===== src/rtl/matrix_bus_arbiter_if.sv =====
// ----------------------------------------------------------------------------
// matrix_bus_arbiter_if : requester and memory-side bundle of the matrix port arbiter
// Revision: 1.0
// ----------------------------------------------------------------------------
`default_nettype none

interface matrix_bus_arbiter_if #(
  parameter int num_req       = 2,
  parameter int size          = 4,
  parameter int cell_width    = 8,
  parameter int address_width = 4,
  parameter int width         = cell_width * size
);
  logic [num_req*address_width-1:0] in_req_address;
  logic [num_req*2-1:0]             in_req_type;
  logic [num_req*2-1:0]             in_req_matrix;
  logic [num_req-1:0]               in_req_read_en;
  logic [num_req-1:0]               in_req_write_en;
  logic [num_req*width-1:0]         in_req_wdata;
  logic [num_req-1:0]               out_rd_ready;
  logic [width-1:0]                 out_rd_data;
  logic [num_req-1:0]               out_wr_full;
  logic [num_req-1:0]               out_wr_overflow;
  logic [address_width-1:0]         out_mem_address;
  logic [1:0]                       out_mem_type;
  logic [1:0]                       out_mem_matrix;
  logic                             out_mem_read_en;
  logic                             out_mem_write_en;
  logic [width-1:0]                 out_mem_wdata;
  logic                             in_mem_rd_valid;
  logic [width-1:0]                 in_mem_rd_data;
  logic                             in_mem_wr_ack;

  // The arbiter itself: requests and memory responses in, everything else out.
  modport slave (
    input  in_req_address, in_req_type, in_req_matrix, in_req_read_en,
           in_req_write_en, in_req_wdata, in_mem_rd_valid, in_mem_rd_data,
           in_mem_wr_ack,
    output out_rd_ready, out_rd_data, out_wr_full, out_wr_overflow,
           out_mem_address, out_mem_type, out_mem_matrix, out_mem_read_en,
           out_mem_write_en, out_mem_wdata
  );

  modport master (
    output in_req_address, in_req_type, in_req_matrix, in_req_read_en,
           in_req_write_en, in_req_wdata, in_mem_rd_valid, in_mem_rd_data,
           in_mem_wr_ack,
    input  out_rd_ready, out_rd_data, out_wr_full, out_wr_overflow,
           out_mem_address, out_mem_type, out_mem_matrix, out_mem_read_en,
           out_mem_write_en, out_mem_wdata
  );
endinterface

`default_nettype wire


===== src/rtl/matrix_bus_arbiter.sv =====
// ----------------------------------------------------------------------------
// matrix_bus_arbiter : round-robin sharing of the matrix register-file port
// Revision: 1.0
// ----------------------------------------------------------------------------
`default_nettype none

module matrix_bus_arbiter #(
  parameter int num_req       = 2,
  parameter int size          = 4,
  parameter int cell_width    = 8,
  parameter int address_width = 4,
  parameter int width         = cell_width * size
) (
  input  logic                in_clk,
  input  logic                in_reset,
  matrix_bus_arbiter_if.slave bus
);

  localparam int c_idx_w = (num_req > 1) ? $clog2(num_req) : 1;

  typedef enum logic [1:0] {
    s_IDLE = 2'd0,
    s_WAIT = 2'd1,
    s_RESP = 2'd2
  } state_t;

  state_t                   state_q, state_d;
  logic [c_idx_w-1:0]       grant_q, grant_d;
  logic [c_idx_w-1:0]       ptr_q, ptr_d;
  logic                     is_wr_q, is_wr_d;
  logic [address_width-1:0] mem_address_q, mem_address_d;
  logic [1:0]               mem_type_q, mem_type_d;
  logic [1:0]               mem_matrix_q, mem_matrix_d;
  logic                     mem_read_en_q, mem_read_en_d;
  logic                     mem_write_en_q, mem_write_en_d;
  logic [width-1:0]         mem_wdata_q, mem_wdata_d;
  logic [width-1:0]         rd_data_q, rd_data_d;
  logic [num_req-1:0]       rd_ready_q, rd_ready_d;

  logic [num_req-1:0]       slot_full_q, slot_full_d;
  logic [num_req-1:0]       overflow_q, overflow_d;
  logic [address_width-1:0] slot_address_q [num_req];
  logic [address_width-1:0] slot_address_d [num_req];
  logic [1:0]               slot_type_q    [num_req];
  logic [1:0]               slot_type_d    [num_req];
  logic [1:0]               slot_matrix_q  [num_req];
  logic [1:0]               slot_matrix_d  [num_req];
  logic [width-1:0]         slot_wdata_q   [num_req];
  logic [width-1:0]         slot_wdata_d   [num_req];

  logic [num_req-1:0]       slot_free;
  logic [num_req-1:0]       pending;
  logic                     found;
  logic [c_idx_w-1:0]       pick;
  logic [c_idx_w-1:0]       cand;

  // A slot frees on the edge its write acknowledge is accepted.
  always_comb begin
    slot_free = '0;
    if (state_q == s_WAIT && is_wr_q && bus.in_mem_wr_ack) begin
      slot_free[grant_q] = 1'b1;
    end
  end

  always_comb begin
    slot_full_d    = slot_full_q;
    overflow_d     = overflow_q;
    slot_address_d = slot_address_q;
    slot_type_d    = slot_type_q;
    slot_matrix_d  = slot_matrix_q;
    slot_wdata_d   = slot_wdata_q;
    for (int i = 0; i < num_req; i++) begin
      if (bus.in_req_write_en[i]) begin
        if (!slot_full_q[i] || slot_free[i]) begin
          slot_full_d[i]    = 1'b1;
          slot_address_d[i] = bus.in_req_address[i*address_width +: address_width];
          slot_type_d[i]    = bus.in_req_type[i*2 +: 2];
          slot_matrix_d[i]  = bus.in_req_matrix[i*2 +: 2];
          slot_wdata_d[i]   = bus.in_req_wdata[i*width +: width];
        end else begin
          overflow_d[i] = 1'b1;
        end
      end else if (slot_free[i]) begin
        slot_full_d[i] = 1'b0;
      end
    end
  end

  // A read from a requester that is pulsing a write this cycle is held back,
  // so the write (visible in its slot next cycle) goes to memory first.
  always_comb begin
    pending = slot_full_q | (bus.in_req_read_en & ~bus.in_req_write_en);
    found   = 1'b0;
    pick    = ptr_q;
    cand    = ptr_q;
    for (int k = 0; k < num_req; k++) begin
      cand = (cand == c_idx_w'(num_req - 1)) ? '0 : cand + c_idx_w'(1);
      if (!found && pending[cand]) begin
        found = 1'b1;
        pick  = cand;
      end
    end
  end

  always_comb begin
    state_d        = state_q;
    grant_d        = grant_q;
    ptr_d          = ptr_q;
    is_wr_d        = is_wr_q;
    mem_address_d  = mem_address_q;
    mem_type_d     = mem_type_q;
    mem_matrix_d   = mem_matrix_q;
    mem_read_en_d  = mem_read_en_q;
    mem_write_en_d = mem_write_en_q;
    mem_wdata_d    = mem_wdata_q;
    rd_data_d      = rd_data_q;
    rd_ready_d     = '0;
    case (state_q)
      s_IDLE: begin
        if (found) begin
          grant_d = pick;
          state_d = s_WAIT;
          if (slot_full_q[pick]) begin
            is_wr_d        = 1'b1;
            mem_address_d  = slot_address_q[pick];
            mem_type_d     = slot_type_q[pick];
            mem_matrix_d   = slot_matrix_q[pick];
            mem_wdata_d    = slot_wdata_q[pick];
            mem_write_en_d = 1'b1;
          end else begin
            is_wr_d       = 1'b0;
            mem_address_d = bus.in_req_address[int'(pick)*address_width +: address_width];
            mem_type_d    = bus.in_req_type[int'(pick)*2 +: 2];
            mem_matrix_d  = bus.in_req_matrix[int'(pick)*2 +: 2];
            mem_read_en_d = 1'b1;
          end
        end
      end
      s_WAIT: begin
        if (is_wr_q) begin
          if (bus.in_mem_wr_ack) begin
            mem_write_en_d = 1'b0;
            state_d        = s_RESP;
          end
        end else if (bus.in_mem_rd_valid) begin
          rd_data_d           = bus.in_mem_rd_data;
          mem_read_en_d       = 1'b0;
          rd_ready_d[grant_q] = 1'b1;
          state_d             = s_RESP;
        end
      end
      s_RESP: begin
        ptr_d   = grant_q;
        state_d = s_IDLE;
      end
      default: state_d = s_IDLE;
    endcase
  end

  always_ff @(posedge in_clk or negedge in_reset) begin
    if (!in_reset) begin
      state_q        <= s_IDLE;
      grant_q        <= '0;
      ptr_q          <= '0;
      is_wr_q        <= 1'b0;
      mem_address_q  <= '0;
      mem_type_q     <= '0;
      mem_matrix_q   <= '0;
      mem_read_en_q  <= 1'b0;
      mem_write_en_q <= 1'b0;
      mem_wdata_q    <= '0;
      rd_data_q      <= '0;
      rd_ready_q     <= '0;
      slot_full_q    <= '0;
      overflow_q     <= '0;
      for (int i = 0; i < num_req; i++) begin
        slot_address_q[i] <= '0;
        slot_type_q[i]    <= '0;
        slot_matrix_q[i]  <= '0;
        slot_wdata_q[i]   <= '0;
      end
    end else begin
      state_q        <= state_d;
      grant_q        <= grant_d;
      ptr_q          <= ptr_d;
      is_wr_q        <= is_wr_d;
      mem_address_q  <= mem_address_d;
      mem_type_q     <= mem_type_d;
      mem_matrix_q   <= mem_matrix_d;
      mem_read_en_q  <= mem_read_en_d;
      mem_write_en_q <= mem_write_en_d;
      mem_wdata_q    <= mem_wdata_d;
      rd_data_q      <= rd_data_d;
      rd_ready_q     <= rd_ready_d;
      slot_full_q    <= slot_full_d;
      overflow_q     <= overflow_d;
      slot_address_q <= slot_address_d;
      slot_type_q    <= slot_type_d;
      slot_matrix_q  <= slot_matrix_d;
      slot_wdata_q   <= slot_wdata_d;
    end
  end

  assign bus.out_rd_ready     = rd_ready_q;
  assign bus.out_rd_data      = rd_data_q;
  assign bus.out_wr_full      = slot_full_q;
  assign bus.out_wr_overflow  = overflow_q;
  assign bus.out_mem_address  = mem_address_q;
  assign bus.out_mem_type     = mem_type_q;
  assign bus.out_mem_matrix   = mem_matrix_q;
  assign bus.out_mem_read_en  = mem_read_en_q;
  assign bus.out_mem_write_en = mem_write_en_q;
  assign bus.out_mem_wdata    = mem_wdata_q;

endmodule

`default_nettype wire


===== src/flat_wrapper.sv =====
// flat-port wrapper written by rule: the top's interface ports become plain ports
module matrix_bus_arbiter_flat 
#(
  parameter int num_req       = 2,
  parameter int size          = 4,
  parameter int cell_width    = 8,
  parameter int address_width = 4,
  parameter int width         = cell_width * size
)
  (in_clk, in_reset, bus_in_req_address, bus_in_req_type, bus_in_req_matrix, bus_in_req_read_en, bus_in_req_write_en, bus_in_req_wdata, bus_in_mem_rd_valid, bus_in_mem_rd_data, bus_in_mem_wr_ack, bus_out_rd_ready, bus_out_rd_data, bus_out_wr_full, bus_out_wr_overflow, bus_out_mem_address, bus_out_mem_type, bus_out_mem_matrix, bus_out_mem_read_en, bus_out_mem_write_en, bus_out_mem_wdata);
  matrix_bus_arbiter_if #(.num_req(num_req), .size(size), .cell_width(cell_width), .address_width(address_width), .width(width)) bus_i ();
  input  logic in_clk;
  input  logic in_reset;
  input wire logic [$bits(bus_i.in_req_address)-1:0] bus_in_req_address;
  input wire logic [$bits(bus_i.in_req_type)-1:0] bus_in_req_type;
  input wire logic [$bits(bus_i.in_req_matrix)-1:0] bus_in_req_matrix;
  input wire logic [$bits(bus_i.in_req_read_en)-1:0] bus_in_req_read_en;
  input wire logic [$bits(bus_i.in_req_write_en)-1:0] bus_in_req_write_en;
  input wire logic [$bits(bus_i.in_req_wdata)-1:0] bus_in_req_wdata;
  input wire logic [$bits(bus_i.in_mem_rd_valid)-1:0] bus_in_mem_rd_valid;
  input wire logic [$bits(bus_i.in_mem_rd_data)-1:0] bus_in_mem_rd_data;
  input wire logic [$bits(bus_i.in_mem_wr_ack)-1:0] bus_in_mem_wr_ack;
  output wire logic [$bits(bus_i.out_rd_ready)-1:0] bus_out_rd_ready;
  output wire logic [$bits(bus_i.out_rd_data)-1:0] bus_out_rd_data;
  output wire logic [$bits(bus_i.out_wr_full)-1:0] bus_out_wr_full;
  output wire logic [$bits(bus_i.out_wr_overflow)-1:0] bus_out_wr_overflow;
  output wire logic [$bits(bus_i.out_mem_address)-1:0] bus_out_mem_address;
  output wire logic [$bits(bus_i.out_mem_type)-1:0] bus_out_mem_type;
  output wire logic [$bits(bus_i.out_mem_matrix)-1:0] bus_out_mem_matrix;
  output wire logic [$bits(bus_i.out_mem_read_en)-1:0] bus_out_mem_read_en;
  output wire logic [$bits(bus_i.out_mem_write_en)-1:0] bus_out_mem_write_en;
  output wire logic [$bits(bus_i.out_mem_wdata)-1:0] bus_out_mem_wdata;
  assign bus_i.in_req_address = bus_in_req_address;
  assign bus_i.in_req_type = bus_in_req_type;
  assign bus_i.in_req_matrix = bus_in_req_matrix;
  assign bus_i.in_req_read_en = bus_in_req_read_en;
  assign bus_i.in_req_write_en = bus_in_req_write_en;
  assign bus_i.in_req_wdata = bus_in_req_wdata;
  assign bus_i.in_mem_rd_valid = bus_in_mem_rd_valid;
  assign bus_i.in_mem_rd_data = bus_in_mem_rd_data;
  assign bus_i.in_mem_wr_ack = bus_in_mem_wr_ack;
  assign bus_out_rd_ready = bus_i.out_rd_ready;
  assign bus_out_rd_data = bus_i.out_rd_data;
  assign bus_out_wr_full = bus_i.out_wr_full;
  assign bus_out_wr_overflow = bus_i.out_wr_overflow;
  assign bus_out_mem_address = bus_i.out_mem_address;
  assign bus_out_mem_type = bus_i.out_mem_type;
  assign bus_out_mem_matrix = bus_i.out_mem_matrix;
  assign bus_out_mem_read_en = bus_i.out_mem_read_en;
  assign bus_out_mem_write_en = bus_i.out_mem_write_en;
  assign bus_out_mem_wdata = bus_i.out_mem_wdata;
  matrix_bus_arbiter #(.num_req(num_req), .size(size), .cell_width(cell_width), .address_width(address_width), .width(width)) u_core (.in_clk(in_clk), .in_reset(in_reset), .bus(bus_i));
endmodule

===== config.mk =====
export PLATFORM = sky130hd
export DESIGN_NAME = matrix_bus_arbiter_flat
export DESIGN_NICKNAME = d
export VERILOG_FILES = /design/src/rtl/matrix_bus_arbiter_if.sv /design/src/rtl/matrix_bus_arbiter.sv /design/src/flat_wrapper.sv
export SDC_FILE = /design/constraint.sdc
export NUM_CORES = 1
export LEC_CHECK = 0
export ABC_AREA = 1
export BUFFER_PORTS_ARGS = -buffer_cell sky130_fd_sc_hd__buf_4
export CORE_MARGIN = 2
export CORE_UTILIZATION = 35
export DETAILED_ROUTE_END_ITERATION = 12
export MAX_ROUTING_LAYER = met4
export PLACE_DENSITY = 0.64
export SLEW_MARGIN = 15
export SYNTH_ARGS = -nofsm -noshare
export SYNTH_HDL_FRONTEND = slang
export SYNTH_SLANG_ARGS = --single-unit

===== constraint.sdc =====
create_clock -name in_clk -period 2.98 [get_ports in_clk]
set_clock_uncertainty 0.05 [all_clocks]
set_input_delay 0.149 -clock in_clk [delete_from_list [all_inputs] [get_ports in_clk]]
set_output_delay 0.149 -clock in_clk [all_outputs]
set_load 0.05 [all_outputs]

Yosys cells after proc, flatten, opt, wreduce, memory -nomap -nowiden
Index checks and enable logic that the tools add are counted.

Bits in registers: 165. Input port bits: 120. Output and inout port bits: 80. Logic and storage cells: 135.

$add $sub $neg: 2. Order comparisons: 6. Eq/ne operators: 13. Shifts and indexed selects: 3. Muxes and demuxes: 55. Bitwise logic cells: 7. Reduce and logical (&&, ||, !) cells: 25.

Operator list (number): $mux 32 (3); $mux 2 (16); $mux 1 (28); $mux 4 (4); $reduce_and 2->1 (7); $ne 2x1->1 const B (5); $reduce_and 5->1 (2); $reduce_and 3->1 (3); $lt 1x2->1 const B (4); $ne 2x2->1 const B (4); $shiftx 4x3->2 (2); $shiftx 8x4->4 (1); $reduce_bool 2->1 (3); $logic_and 1x1->1 (4); $pmux 1 s2 (2); $pmux 2 s2 (1); $logic_not 1->1 (3); $ne 3x2->1 const B (1); $ne 3x3->1 const B (1); $not 1->1 (3); $add 1x1->1 const B (2); $and 2x2->2 (1); $eq 2x1->1 const B (1); $eq 2x2->1 const B (1); 8 further kinds (9).

Logic depth before layout (Yosys ltp)
Depth in word-level cells: 14. Depth in mapped cells: 12. Depth with buffers taken out: 10.

Least setup slack after synthesis
No wires, ideal clock.

Path kind: register -> register. Start point: reg u_core.slot_full_q[0], in the netlist u_core.bus.out_wr_full[0]. End point: reg u_core.mem_wdata_q[0], in the netlist u_core.bus.out_mem_wdata[0]. Arrival: 1.710 ns. Data required time: 2.811 ns. Setup slack: 1.101 ns. Stages on the path, launching flop included: 11. Buffers on the path: 1. Clock period less this slack: 1.879 ns. Path through: dfrtp_1 -> inv_1 -> nand2_4 -> nand2_4 -> nand3_1 -> nand2_2 -> nor2_4 -> inv_4 -> buf_6 -> nand2_1 -> nand2_1.

Word-level cells in the longest chain between the ends: 11. Elaborated cells on any way between the ends: 18. Classes of those cells: mux: 13; bitwise: 2; reduce/logical: 3.

Ends and longest elaborated chain: start, declared (RTL line matrix_bus_arbiter.sv:40) `logic [num_req-1:0] slot_full_q, slot_full_d;`; start signal, assigned (RTL line matrix_bus_arbiter.sv:195) `slot_full_q <= slot_full_d;`; $or 2x2->2 (RTL line matrix_bus_arbiter.sv:92) `pending = slot_full_q | (bus.in_req_read_en & ~bus.in_req_write_en);`; $mux 1 (implied by the code) (2 in a row) (RTL line matrix_bus_arbiter.sv:98) `if (!found && pending[cand]) begin`; $mux 1 (RTL line matrix_bus_arbiter.sv:98); $logic_not 1->1 (RTL line matrix_bus_arbiter.sv:98); $logic_and 1x1->1 (RTL line matrix_bus_arbiter.sv:98); $mux 1 (RTL line matrix_bus_arbiter.sv:98); $not 1->2 (implied by the code) (RTL line matrix_bus_arbiter.sv:128) `mem_wdata_d = slot_wdata_q[pick];`; $mux 32 (implied by the code) (3 in a row) (RTL line matrix_bus_arbiter.sv:128); end signal, assigned (RTL line matrix_bus_arbiter.sv:192) `mem_wdata_q <= mem_wdata_d;`; end, declared (RTL line matrix_bus_arbiter.sv:36) `logic [width-1:0] mem_wdata_q, mem_wdata_d;`.

Parallel ways exist; a longest one is shown, timed or not. The select of a mux whose other input is x is not followed. A chain may end at the register's enable or synchronous reset.

Worst setup path after layout
Start point: reg u_core.slot_full_q[0], in the netlist u_core.bus.out_wr_full[0]. End point: reg u_core.mem_wdata_q[31], in the netlist u_core.bus.out_mem_wdata[31].

Same word-level chain as after synthesis.

==> impl_metrics.ini <==
[run_status]
status = finished clean

[clocking]
worstSkewPairLatency_ns = 0.43
cts.clk_slew.worst_paths_ns = 0.06
cts_sinks = 165
cts-buffers-inserted = 17
cts-root-buf = clkbuf_16
clk_path_buf_depth = 2
h-tree-depth = 4
cts_tree = built

[floorplan]
die_w_microns = 149
io-pin-count = 200
initial_core_util = 0.359
core_sq_mm = 0.0204
rows = 52
die-area_sq_mm = 0.0221
die_h_microns = 149

[power_and_ir_drop]
vdd_drop_max_uv = 692
leakagePower_uw = 0.00575
power_density_mw_per_mm2 = 1070

[drt]
drc = 0
viasPerCell = 4.63
drtIter0Drc = 364
ant_nets = 0
num_vias = 6790
wl_per_cell_microns = 14.9
first_pass_iters = 5
wl_microns = 21900

[yosys]
synth_cell_types = 25
yosys_warnings = 0
syn_area_per_cell_sq_um = 8.21
synth_area_sq_mm = 0.00732
syn_inst = 892
ys_seq_area_frac = 0.564
ys_ff_latch = 165
syn-num-nets = 1012

[critical_path]
start_kind = flop
crit_path_max_incr_delay_ns = 0.44
required_ns = 3.29
endpoint_kind = flop
worst_path_max_delay_cell = dfrtp_1
crit_fanout = 35
crit_top_cell = nand2_1
cp.arrival_ns = 2.58
worstSetupPathType = reg2reg
path_cells = inv_1 > nand3_4 > nand3_1 > nand2_2 > nor2_4 > buf_4 > nand2_1 > nand2_1

[timing]
drv_slew = 0
setup_tns_ns = 0
min_period_ns = 2.27
setup_viol = 0
max_freq_mhz = 441
relSlewSlack = 0.392
tightest_slew_ns = 0.909
rsz0062_at_grt = no
hold_violations = 0
period_share = 0.761

[layout]
antenna_cells = 0
fin_area_sq_mm = 0.0107
nets = 1303
drive_above_1_share = 0.233
syn_to_final_growth_pct = 46.5

[run]
max-cap-violations = 0

[place]
portBuffers = 199
postPlaceCellArea_sq_mm = 0.00897
dpl.hpwl_microns = 14000
place_congestion = 0.896

[global_route]
grt-ovfl-total = 0
grt_pass1_vias = 6909
grt_usage = 0.211
antenna_found_initial = 0
grt_max_degree = 81
grt_pass1_wl_microns = 35400

[worst_hold_path]
hold_path.class = in2reg
[cell families after synthesis]
logic type | after synthesis | synth area share
buffers and inverters | 81 | 0.0554
flip-flops | 165 | 0.564
AND/OR/NAND/NOR | 603 | 0.339
AO/OA/AOI/OAI | 43 | 0.0412
[area by class of cell]
| class | instances | area [sq um] |
|---|---|---|
| flip-flops and latches | 165 | 4130 |
| clock buffers | 18 | 439 |
| well taps | 270 | 338 |
| multi-input cells | 646 | 2800 |
| repair buffers | 324 | 2730 |
| fillers | 1893 | 9640 |
| inverters | 29 | 111 |
| clock inverters | 14 | 175 |
[power breakdown]
group	switching [uW]	leakage, uW	total [uW]	internal [uW]
Combinational	3690	0.00342	5350	1660
Clock	929	0.000293	2280	1350
Sequential	577	0.00204	3800	3220
[sequential cells by signal (all words and copies together), names as in the netlist, 4 cells and up]
signal and cells:
u_core.bus.out_mem_address 4, u_core.bus.out_mem_wdata 32, u_core.bus.out_rd_data 32, u_core.slot_address_q 8, u_core.slot_matrix_q 4, u_core.slot_type_q 4
u_core.slot_wdata_q 64
[stage by stage]
stage,utilization,std cells,setup WS (ns),power [uW],hold WS (ns)
finish,0.527,1466,0.711,11400,0.0502
CTS,0.527,1466,0.723,11500,0.0396
global placement,0.440,1320,0.793,8990,0.119
detailed placement,0.440,1320,0.713,9070,0.118
global route,0.527,1466,0.509,12200,0.0801
floorplan,-,892,1.10,7550,-0.197
[cells in the mapped netlist]
master    number  area, sq um
nand3_4        1         17.5
buf_4          6         45.0
o21bai_1       2         15.0
inv_2          3         11.3
o21ai_2        2         17.5
nand3_1      115          576
nand2_1      451         1690
buf_2         19         95.1
a31oi_1        2         12.5
nand2_2        5         31.3
buf_1          1         3.75
o21ai_0       17         85.1
dfrtp_1      165         4130
a21oi_1        3         15.0
a21oi_2       16          140
buf_6          7         78.8
nor2_4         2         22.5
inv_1         25         93.8
o21ai_4        1         16.3
inv_4          1         6.26
nor2_1        23         86.3
nand3_2        2         20.0
clkbuf_1      19         71.3
nor3_1         1         5.00
nand2_4        3         33.8
[worst paths after layout]
check,startpoint,endpoint,slack [ns],cells past startpoint
max in group asynchronous,in_reset,u_core.slot_wdata_q[12]$_DFFE_PN0P_,1.84,3
min in group asynchronous,in_reset,u_core.bus.out_mem_wdata[2]$_DFFE_PN0P_,0.21,2
worst max-delay path,u_core.bus.out_wr_full[0]$_DFFE_PN0P_,u_core.bus.out_mem_wdata[31]$_DFFE_PN0P_,0.71,8
worst max register to register,u_core.bus.out_wr_full[0]$_DFFE_PN0P_,u_core.bus.out_mem_wdata[31]$_DFFE_PN0P_,0.71,8
worst min-delay path,bus_in_mem_wr_ack,u_core.state_q[0]$_DFFE_PN0P_,0.05,4
worst min register to register,u_core.slot_wdata_q[24]$_DFFE_PN0P_,u_core.slot_wdata_q[24]$_DFFE_PN0P_,0.43,2
[cell usage in the layout (no fill, tap or decap), drive strengths merged]
cell         synthesis  layout
nand2              459     459
buf                 33     210
dfrtp              165     165
nand3              118     118
dlygate4sd3          0     114
inv                 29      32
nor2                25      25
o21ai               20      20
a21oi               19      19
clkbuf              19      18
clkinv               0       5
bufinv               0       3
clkinvlp             0       3
a31oi                2       2
o21bai               2       2
nor3                 1       1
[worst max-delay path, delay by kind of cell (launching register included)]
family / cells / cell delay, ns
simple gates: 6 / 1.13
flops: 1 / 0.44
buf+inv: 2 / 0.58
[routing by layer]
metal	track usage	vias up	part of all wire
met5	-	-	0
met4	0.0729	0	0.025
met3	0.0368	36	0.051
met2	0.339	184	0.48
met1	0.270	3199	0.44
li1	-	3371	-
[timing repair]
action                    CTS  global route
hold buffers              114             0
hold endpoints to repair  171             0
buffers inserted            0             0
resized for setup           0             0
No activity file was read; power rests on OpenSTA's default activity.
